<file path="src/rtl/nes_ppu_pkg.sv">
// Shared PPU constants and the palette mirror map used by every palette access.
package nes_ppu_pkg;

    localparam logic [2:0] REG_CTRL   = 3'd0;
    localparam logic [2:0] REG_STATUS = 3'd2;
    localparam logic [2:0] REG_ADDR   = 3'd6;
    localparam logic [2:0] REG_DATA   = 3'd7;

    localparam logic [5:0] PAL_PAGE = 6'h3F;

    // Sprite backdrop slots 0x10/0x14/0x18/0x1C alias the background ones.
    function automatic logic [4:0] pal_mirror(input logic [4:0] i);
        if (i[4] && (i[1:0] == 2'b00)) begin
            return {1'b0, i[3:0]};
        end
        return i;
    endfunction

endpackage

</file>
<file path="src/rtl/nes_ppu_addr_latch.sv">
// PPU VRAM address register: PPUADDR two-write latch, PPUCTRL increment step,
// and post-access increment on PPUDATA reads/writes.
module nes_ppu_addr_latch
    import nes_ppu_pkg::*;
(
    input  logic        clk,
    input  logic        rst,
    input  logic        ctrl_wr,
    input  logic        addr_wr,
    input  logic        data_acc,
    input  logic        status_rd,
    input  logic [7:0]  din,
    output logic [13:0] vram_addr,
    output logic        pal_hit
);

    logic [13:0] vram_addr_q, vram_addr_d;
    logic        w_q, w_d;
    logic        inc32_q, inc32_d;

    always_comb begin
        vram_addr_d = vram_addr_q;
        w_d         = w_q;
        inc32_d     = inc32_q;

        if (ctrl_wr) begin
            inc32_d = din[2];
        end

        if (addr_wr) begin
            if (!w_q) begin
                vram_addr_d[13:8] = din[5:0];
                w_d               = 1'b1;
            end else begin
                vram_addr_d[7:0] = din;
                w_d              = 1'b0;
            end
        end

        // Wraps naturally at 14 bits.
        if (data_acc) begin
            vram_addr_d = vram_addr_q + (inc32_q ? 14'd32 : 14'd1);
        end

        if (status_rd) begin
            w_d = 1'b0;
        end
    end

    always_ff @(posedge clk) begin
        if (rst) begin
            vram_addr_q <= 14'd0;
            w_q         <= 1'b0;
            inc32_q     <= 1'b0;
        end else begin
            vram_addr_q <= vram_addr_d;
            w_q         <= w_d;
            inc32_q     <= inc32_d;
        end
    end

    assign vram_addr = vram_addr_q;
    assign pal_hit   = (vram_addr_q[13:8] == PAL_PAGE);

endmodule

</file>
<file path="src/rtl/nes_palette_ram_wr.sv">
// Writable 32-entry NES palette with CPU register decode and a combinational
// render read port shaped like the palette ROMs it replaces.
module nes_palette_ram_wr
    import nes_ppu_pkg::*;
#(
    parameter logic [7:0] RST_VAL = 8'h0F
) (
    input  logic        clk,
    input  logic        rst,
    input  logic        cpu_we,
    input  logic        cpu_re,
    input  logic [2:0]  cpu_reg,
    input  logic [7:0]  cpu_din,
    output logic [7:0]  cpu_dout,
    input  logic [4:0]  addr,
    output logic [7:0]  dout,
    output logic [13:0] vram_addr_o
);

    logic [5:0]  mem_q [32];
    logic [5:0]  mem_d [32];
    logic [7:0]  cpu_dout_q, cpu_dout_d;
    logic [13:0] vram_addr;
    logic        pal_hit;
    logic        wr, rd;
    logic [4:0]  cpu_idx;

    // A write wins over a simultaneous read, so only one increment can occur.
    assign wr      = cpu_we;
    assign rd      = cpu_re & ~cpu_we;
    assign cpu_idx = pal_mirror(vram_addr[4:0]);

    nes_ppu_addr_latch u_addr_latch (
        .clk       (clk),
        .rst       (rst),
        .ctrl_wr   (wr && (cpu_reg == REG_CTRL)),
        .addr_wr   (wr && (cpu_reg == REG_ADDR)),
        .data_acc  ((wr || rd) && (cpu_reg == REG_DATA)),
        .status_rd (rd && (cpu_reg == REG_STATUS)),
        .din       (cpu_din),
        .vram_addr (vram_addr),
        .pal_hit   (pal_hit)
    );

    always_comb begin
        mem_d      = mem_q;
        cpu_dout_d = cpu_dout_q;

        if (wr && (cpu_reg == REG_DATA) && pal_hit) begin
            mem_d[cpu_idx] = cpu_din[5:0];
        end

        if (rd) begin
            if ((cpu_reg == REG_DATA) && pal_hit) begin
                cpu_dout_d = {2'b00, mem_q[cpu_idx]};
            end else begin
                cpu_dout_d = 8'h00;
            end
        end
    end

    always_ff @(posedge clk) begin
        if (rst) begin
            for (int i = 0; i < 32; i++) begin
                mem_q[i] <= RST_VAL[5:0];
            end
            cpu_dout_q <= 8'h00;
        end else begin
            mem_q      <= mem_d;
            cpu_dout_q <= cpu_dout_d;
        end
    end

    assign cpu_dout    = cpu_dout_q;
    assign dout        = {2'b00, mem_q[pal_mirror(addr)]};
    assign vram_addr_o = vram_addr;

endmodule
</file>
<file path="config.mk">
export PLATFORM = sky130hd
export DESIGN_NAME = nes_palette_ram_wr
export DESIGN_NICKNAME = d
export VERILOG_FILES = /design/src/rtl/nes_ppu_pkg.sv /design/src/rtl/nes_ppu_addr_latch.sv /design/src/rtl/nes_palette_ram_wr.sv
export SDC_FILE = /design/constraint.sdc
export NUM_CORES = 1
export LEC_CHECK = 0
export BUFFER_PORTS_ARGS = -buffer_cell sky130_fd_sc_hd__buf_2
export CORE_MARGIN = 2
export CORE_UTILIZATION = 60
export DETAILED_ROUTE_END_ITERATION = 6
export GPL_TIMING_DRIVEN = 0
export PLACE_DENSITY = 0.76
export SETUP_SLACK_MARGIN = 0.02
export SLEW_MARGIN = 20
export SYNTH_ARGS = -nofsm -noshare
export SYNTH_HDL_FRONTEND = slang
export SYNTH_SLANG_ARGS = --single-unit
</file>
<file path="constraint.sdc">
create_clock -name clk -period 3.7 [get_ports clk]
set_clock_uncertainty 0.15 [all_clocks]
set_input_delay 0.185 -clock clk [delete_from_list [all_inputs] [get_ports clk]]
set_output_delay 0.185 -clock clk [all_outputs]
set_load 0.02 [all_outputs]
</file>
==> metrics.txt <==
# TYPE chip_impl_metric gauge
chip_impl_metric{name="antenna_violations_before_repair",unit=""} 2
chip_impl_metric{name="die_h",unit="um"} 138
chip_impl_metric{name="drv_cap",unit=""} 0
chip_impl_info{name="critical_path.endpoint_type",value="output pin"} 1
chip_impl_info{name="cell_by_cell_listing_of_the_critical_path",value="clkbuf_1 -> buf_1 -> clkbuf_1 -> mux4_2 -> nand2_1 -> nand3_1 -> o31ai_1 -> o21ai_0 -> buf_2"} 1
chip_impl_metric{name="gp_routability_congestion",unit=""} 1.00
chip_impl_metric{name="yosys_warnings",unit=""} 0
chip_impl_metric{name="placed_cell_area",unit="sq mm"} 0.0113
chip_impl_metric{name="floorplan.io_pins",unit=""} 50
chip_impl_info{name="grt_most_used_layer",value="met2"} 1
chip_impl_metric{name="min_period",unit="ns"} 3.48
chip_impl_info{name="cp-endpoint",value="dout[2]"} 1
chip_impl_metric{name="finalHoldWorstSlack",unit="ns"} 0.0461
chip_impl_info{name="setup.worst_path.class",value="primary input to output pin"} 1
chip_impl_metric{name="drtPass1Iterations",unit=""} 6
chip_impl_metric{name="grt_start_max_net_pins",unit=""} 14
chip_impl_info{name="post-synth-top-area-cell",value="sky130_fd_sc_hd__dfxtp_1"} 1
chip_impl_metric{name="globalRoute.totalOverflow",unit=""} 0
chip_impl_info{name="reg2reg_to",value="mem_q[98]$_SDFFE_PP1P_"} 1
chip_impl_metric{name="numPortBuffers",unit=""} 39
chip_impl_metric{name="synth.ff_latch_count",unit=""} 208
chip_impl_metric{name="groute.layer.met1.usage",unit="%"} 48.5
chip_impl_metric{name="core.rowCount",unit=""} 49
chip_impl_info{name="grt_setup_unrepaired",value="no"} 1
chip_impl_metric{name="detailroute.via_count",unit=""} 9692
chip_impl_metric{name="post_synth_edffs",unit=""} 0
chip_impl_metric{name="utilization",unit="%"} 68.1
chip_impl_metric{name="sequential_fraction_of_the_synthesis_area",unit="%"} 38.5
chip_impl_metric{name="layout_setup_ws",unit="ns"} 0.218
chip_impl_metric{name="drtAntennaViolNets",unit=""} 0
chip_impl_info{name="timing.rr.start",value="u_addr_latch.vram_addr[1]$_SDFFE_PP0P_"} 1
chip_impl_metric{name="synthesis.area",unit="sq mm"} 0.0108
chip_impl_metric{name="num-fill-cells",unit=""} 1421
chip_impl_metric{name="async_flop_share",unit="%"} 0
chip_impl_metric{name="reg2reg_setup_slack",unit="ns"} 0.30
chip_impl_info{name="timing.critical_path.from_type",value="primary input"} 1
chip_impl_info{name="hold_path.class",value="primary input to flip-flop"} 1
chip_impl_metric{name="globalRouteMet2Util",unit="%"} 56.5
chip_impl_info{name="synthFlopType",value="sky130_fd_sc_hd__dfxtp_1"} 1
chip_impl_metric{name="timing.fmax",unit="MHz"} 287
chip_impl_metric{name="synth_fa_ha_area_share",unit="%"} 0.347
chip_impl_info{name="crit_slowest_cell",value="sky130_fd_sc_hd__buf_1"} 1
chip_impl_metric{name="clkSinkCount",unit=""} 208
chip_impl_metric{name="worst_ep_required_time",unit="ns"} 3.37
chip_impl_metric{name="synthDominantCellAreaShare",unit="%"} 38.5
chip_impl_metric{name="gr-usage-met3",unit="%"} 9.21
chip_impl_metric{name="total_power",unit="mW"} 4.83
chip_impl_metric{name="area_growth_syn_to_layout",unit="%"} 12.3
chip_impl_metric{name="arrival_time_worst_endpoint",unit="ns"} 3.15
chip_impl_metric{name="crit_path_max_incr_delay",unit="ns"} 0.70
chip_impl_metric{name="synth.mux.area_fraction",unit="%"} 22.9
chip_impl_metric{name="syn_area_per_cell",unit="sq um"} 10.2
chip_impl_metric{name="cts.path.max_buffers",unit=""} 3
chip_impl_metric{name="routed_wire_length_per_instance",unit="um"} 26.0
chip_impl_metric{name="tritoncts_buffer_count",unit=""} 23
chip_impl_metric{name="synthesized_area_fraction_occupied_by_ao_oa_aoi_and_oai_cells",unit="%"} 17.8
chip_impl_metric{name="synth.distinct_cells",unit=""} 62
chip_impl_metric{name="stdcell_count",unit=""} 1383
chip_impl_metric{name="vdd_ir_drop_max",unit="V"} 0.000386
chip_impl_metric{name="power_per_cell_area",unit="mW/mm^2"} 397
chip_impl_metric{name="routed_wirelength",unit="um"} 36000
chip_impl_metric{name="layout.cell_area.non_filler",unit="sq mm"} 0.0122
chip_impl_metric{name="final_nets",unit=""} 1161
chip_impl_info{name="crit_path_start",value="addr[2]"} 1
chip_impl_metric{name="place_worst_setup_slack",unit="ns"} 0.301
chip_impl_info{name="critical-path-top-cell-by-count",value="sky130_fd_sc_hd__clkbuf_1"} 1
chip_impl_metric{name="synthesis.instances",unit=""} 1061
chip_impl_metric{name="die_w",unit="um"} 138
chip_impl_metric{name="design.core.area",unit="sq mm"} 0.0178
chip_impl_metric{name="dpl.cell_count",unit=""} 1332
chip_impl_metric{name="drive_gt1_share",unit="%"} 20.3
chip_impl_metric{name="simple_gate_share_of_the_synthesized_area",unit="%"} 16.1
chip_impl_metric{name="worst-path-max-fanout",unit=""} 10
chip_impl_metric{name="grtUsageTotal",unit="%"} 36.8
chip_impl_info{name="synth_area_leaders",value="sky130_fd_sc_hd__dfxtp_1, sky130_fd_sc_hd__mux4_2, sky130_fd_sc_hd__a211o_1"} 1
chip_impl_metric{name="worst_slew_margin_relative_to_its_limit",unit="%"} 28.2
chip_impl_metric{name="final_hold_viol_count",unit=""} 0
chip_impl_metric{name="die_area",unit="sq mm"} 0.0191
chip_impl_metric{name="timing.setup.tns",unit="ns"} 0
chip_impl_metric{name="drc_errors",unit=""} 0
chip_impl_metric{name="cts_setup_buffers",unit=""} 0
chip_impl_metric{name="postCtsResizedCells",unit=""} 0
chip_impl_info{name="cts_tree",value="done"} 1
chip_impl_metric{name="timing.reg2reg.worst_path_depth",unit=""} 7
chip_impl_metric{name="final_number_of_setup_violating_endpoints",unit=""} 0
chip_impl_info{name="dominant_combinational_cell_family_by_area_after_synthesis",value="multiplexers"} 1
chip_impl_metric{name="floorplan.initialDensity",unit="%"} 60.6
chip_impl_metric{name="first_iter_violations",unit=""} 1357
chip_impl_metric{name="clk_latency",unit="ns"} 0.52
chip_impl_metric{name="dpl.hpwl",unit="um"} 25100
chip_impl_metric{name="static-leakage-power",unit="nW"} 4.41
chip_impl_metric{name="synth_xor_area_share",unit="%"} 0.162
chip_impl_metric{name="viasPerCell",unit=""} 7.01
chip_impl_info{name="outcome",value="finished, final reports clean"} 1
chip_impl_metric{name="layout_worst_path_cycle_share",unit="%"} 94.1
chip_impl_metric{name="n_antenna_cell",unit=""} 0
chip_impl_metric{name="path_clk_slew",unit="ns"} 0.06
chip_impl_metric{name="first_pass_grt_wire_length",unit="um"} 54400
chip_impl_metric{name="worst_slew_pin_slew",unit="ns"} 1.07
chip_impl_metric{name="number_of_global_route_vias_before_repair",unit=""} 9159
chip_impl_metric{name="slew_violations",unit=""} 0
chip_impl_metric{name="htree_num_levels",unit=""} 1
chip_impl_info{name="cts-root-buf",value="sky130_fd_sc_hd__clkbuf_16"} 1
==> registers in the layout (all words and copies together) (netlist names) <==
register,count
cpu_dout,6
u_addr_latch.w_q,1
mem_q,186
u_addr_latch.inc32_q,1
u_addr_latch.vram_addr,14
==> how the worst min path moves through the flow <==
| stage | from | endpoint | slack, ns | cells after the start |
|---|---|---|---|---|
| 2_1_floorplan | cpu_din[2] | mem_q[188]$_SDFFE_PP1P_ | 0.15 | 1 |
| 3_3_place_gp | mem_q[19]$_SDFFE_PP1P_ | mem_q[19]$_SDFFE_PP1P_ | 0.27 | 1 |
| 3_5_place_dp | mem_q[42]$_SDFFE_PP1P_ | mem_q[42]$_SDFFE_PP1P_ | 0.28 | 1 |
| 4_1_cts | cpu_din[4] | u_addr_latch.vram_addr[4]$_SDFFE_PP0P_ | 0.03 | 3 |
| 5_1_grt | cpu_din[4] | u_addr_latch.vram_addr[4]$_SDFFE_PP0P_ | 0.07 | 3 |
| 6_report | cpu_din[4] | u_addr_latch.vram_addr[4]$_SDFFE_PP0P_ | 0.05 | 3 |
==> worst max-delay path, delay by kind of cell <==
family	cells	cell delay, ns
buffers and inverters	4	1.86
muxes	1	0.41
AOI/OAI and AO/OA	2	0.39
and+or+nand+nor	2	0.30
==> cells by family after synthesis <==
logic type | after synthesis
simple gates | 338
mux | 159
flops | 208
xor+xnor | 2
fa+ha+maj | 3
other cells | 1
compound gates | 247
buf+inv | 103
==> Yosys cell counts, drive strengths merged, types with 3 or more instances <==
cell	count
mux2	26
o21bai	4
buf	31
nor2b	43
nor3	7
or2	14
and2	5
clkinv	4
o31a	5
inv	6
o211ai	5
and3	3
nand4	9
or3	3
nand2	53
mux2i	65
ha	3
a211o	108
a211oi	20
a221oi	10
a2111oi	4
a21oi	27
mux4	68
nor2	150
clkbuf	62
nor4	11
a31oi	5
dfxtp	208
nand2b	5
a22oi	28
nand3	27
o31ai	6
o21ai	15
==> layout by cell type, fill, tap and decap left out, drive strengths merged, types with 9 or more instances in the layout <==
cell and instances:
a211o 108, a211oi 20, a21oi 27, a221oi 10
a22oi 28, buf 70, clkbuf 95, clkinv 10
dfxtp 208, dlygate4sd3 10, mux2 26, mux2i 65
mux4 68, nand2 53, nand3 27, nand4 9
nor2 150, nor2b 43, nor4 11, o21ai 15
or2 14
==> where the power goes <==
part / switching, mW / total, mW / internal [mW] / leakage, nW
Sequential: 0.00517 / 2.25 / 2.24 / 1.68
Clock: 0.943 / 2.24 / 1.30 / 0.371
Combinational: 0.246 / 0.340 / 0.0938 / 2.35
==> per-layer routing <==
metal  wire [um]  vias up
met5          11        -
met4        2130        2
li1            -     4155
met3        4360      161
met2       16200      692
met1       13300     4682
==> final cells by class <==
cell class	instances	area, sq um	share of cell area (%)
tap	229	287	2.36
multi-input combinational	753	6210	51.1
sequential	208	4160	34.3
inverter	10	37.5	0.309
clock inverter	8	46.3	0.381
buffer	93	420	3.46
clock buffer	33	693	5.70
timing repair buffer	49	295	2.43
==> what timing repair did <==
action | CTS | global route
hold endpoints to repair | 11 | 0
endpoints found under the setup margin | 0 | 0
hold buffers | 10 | 0
(Power assumes the default switching activity.)
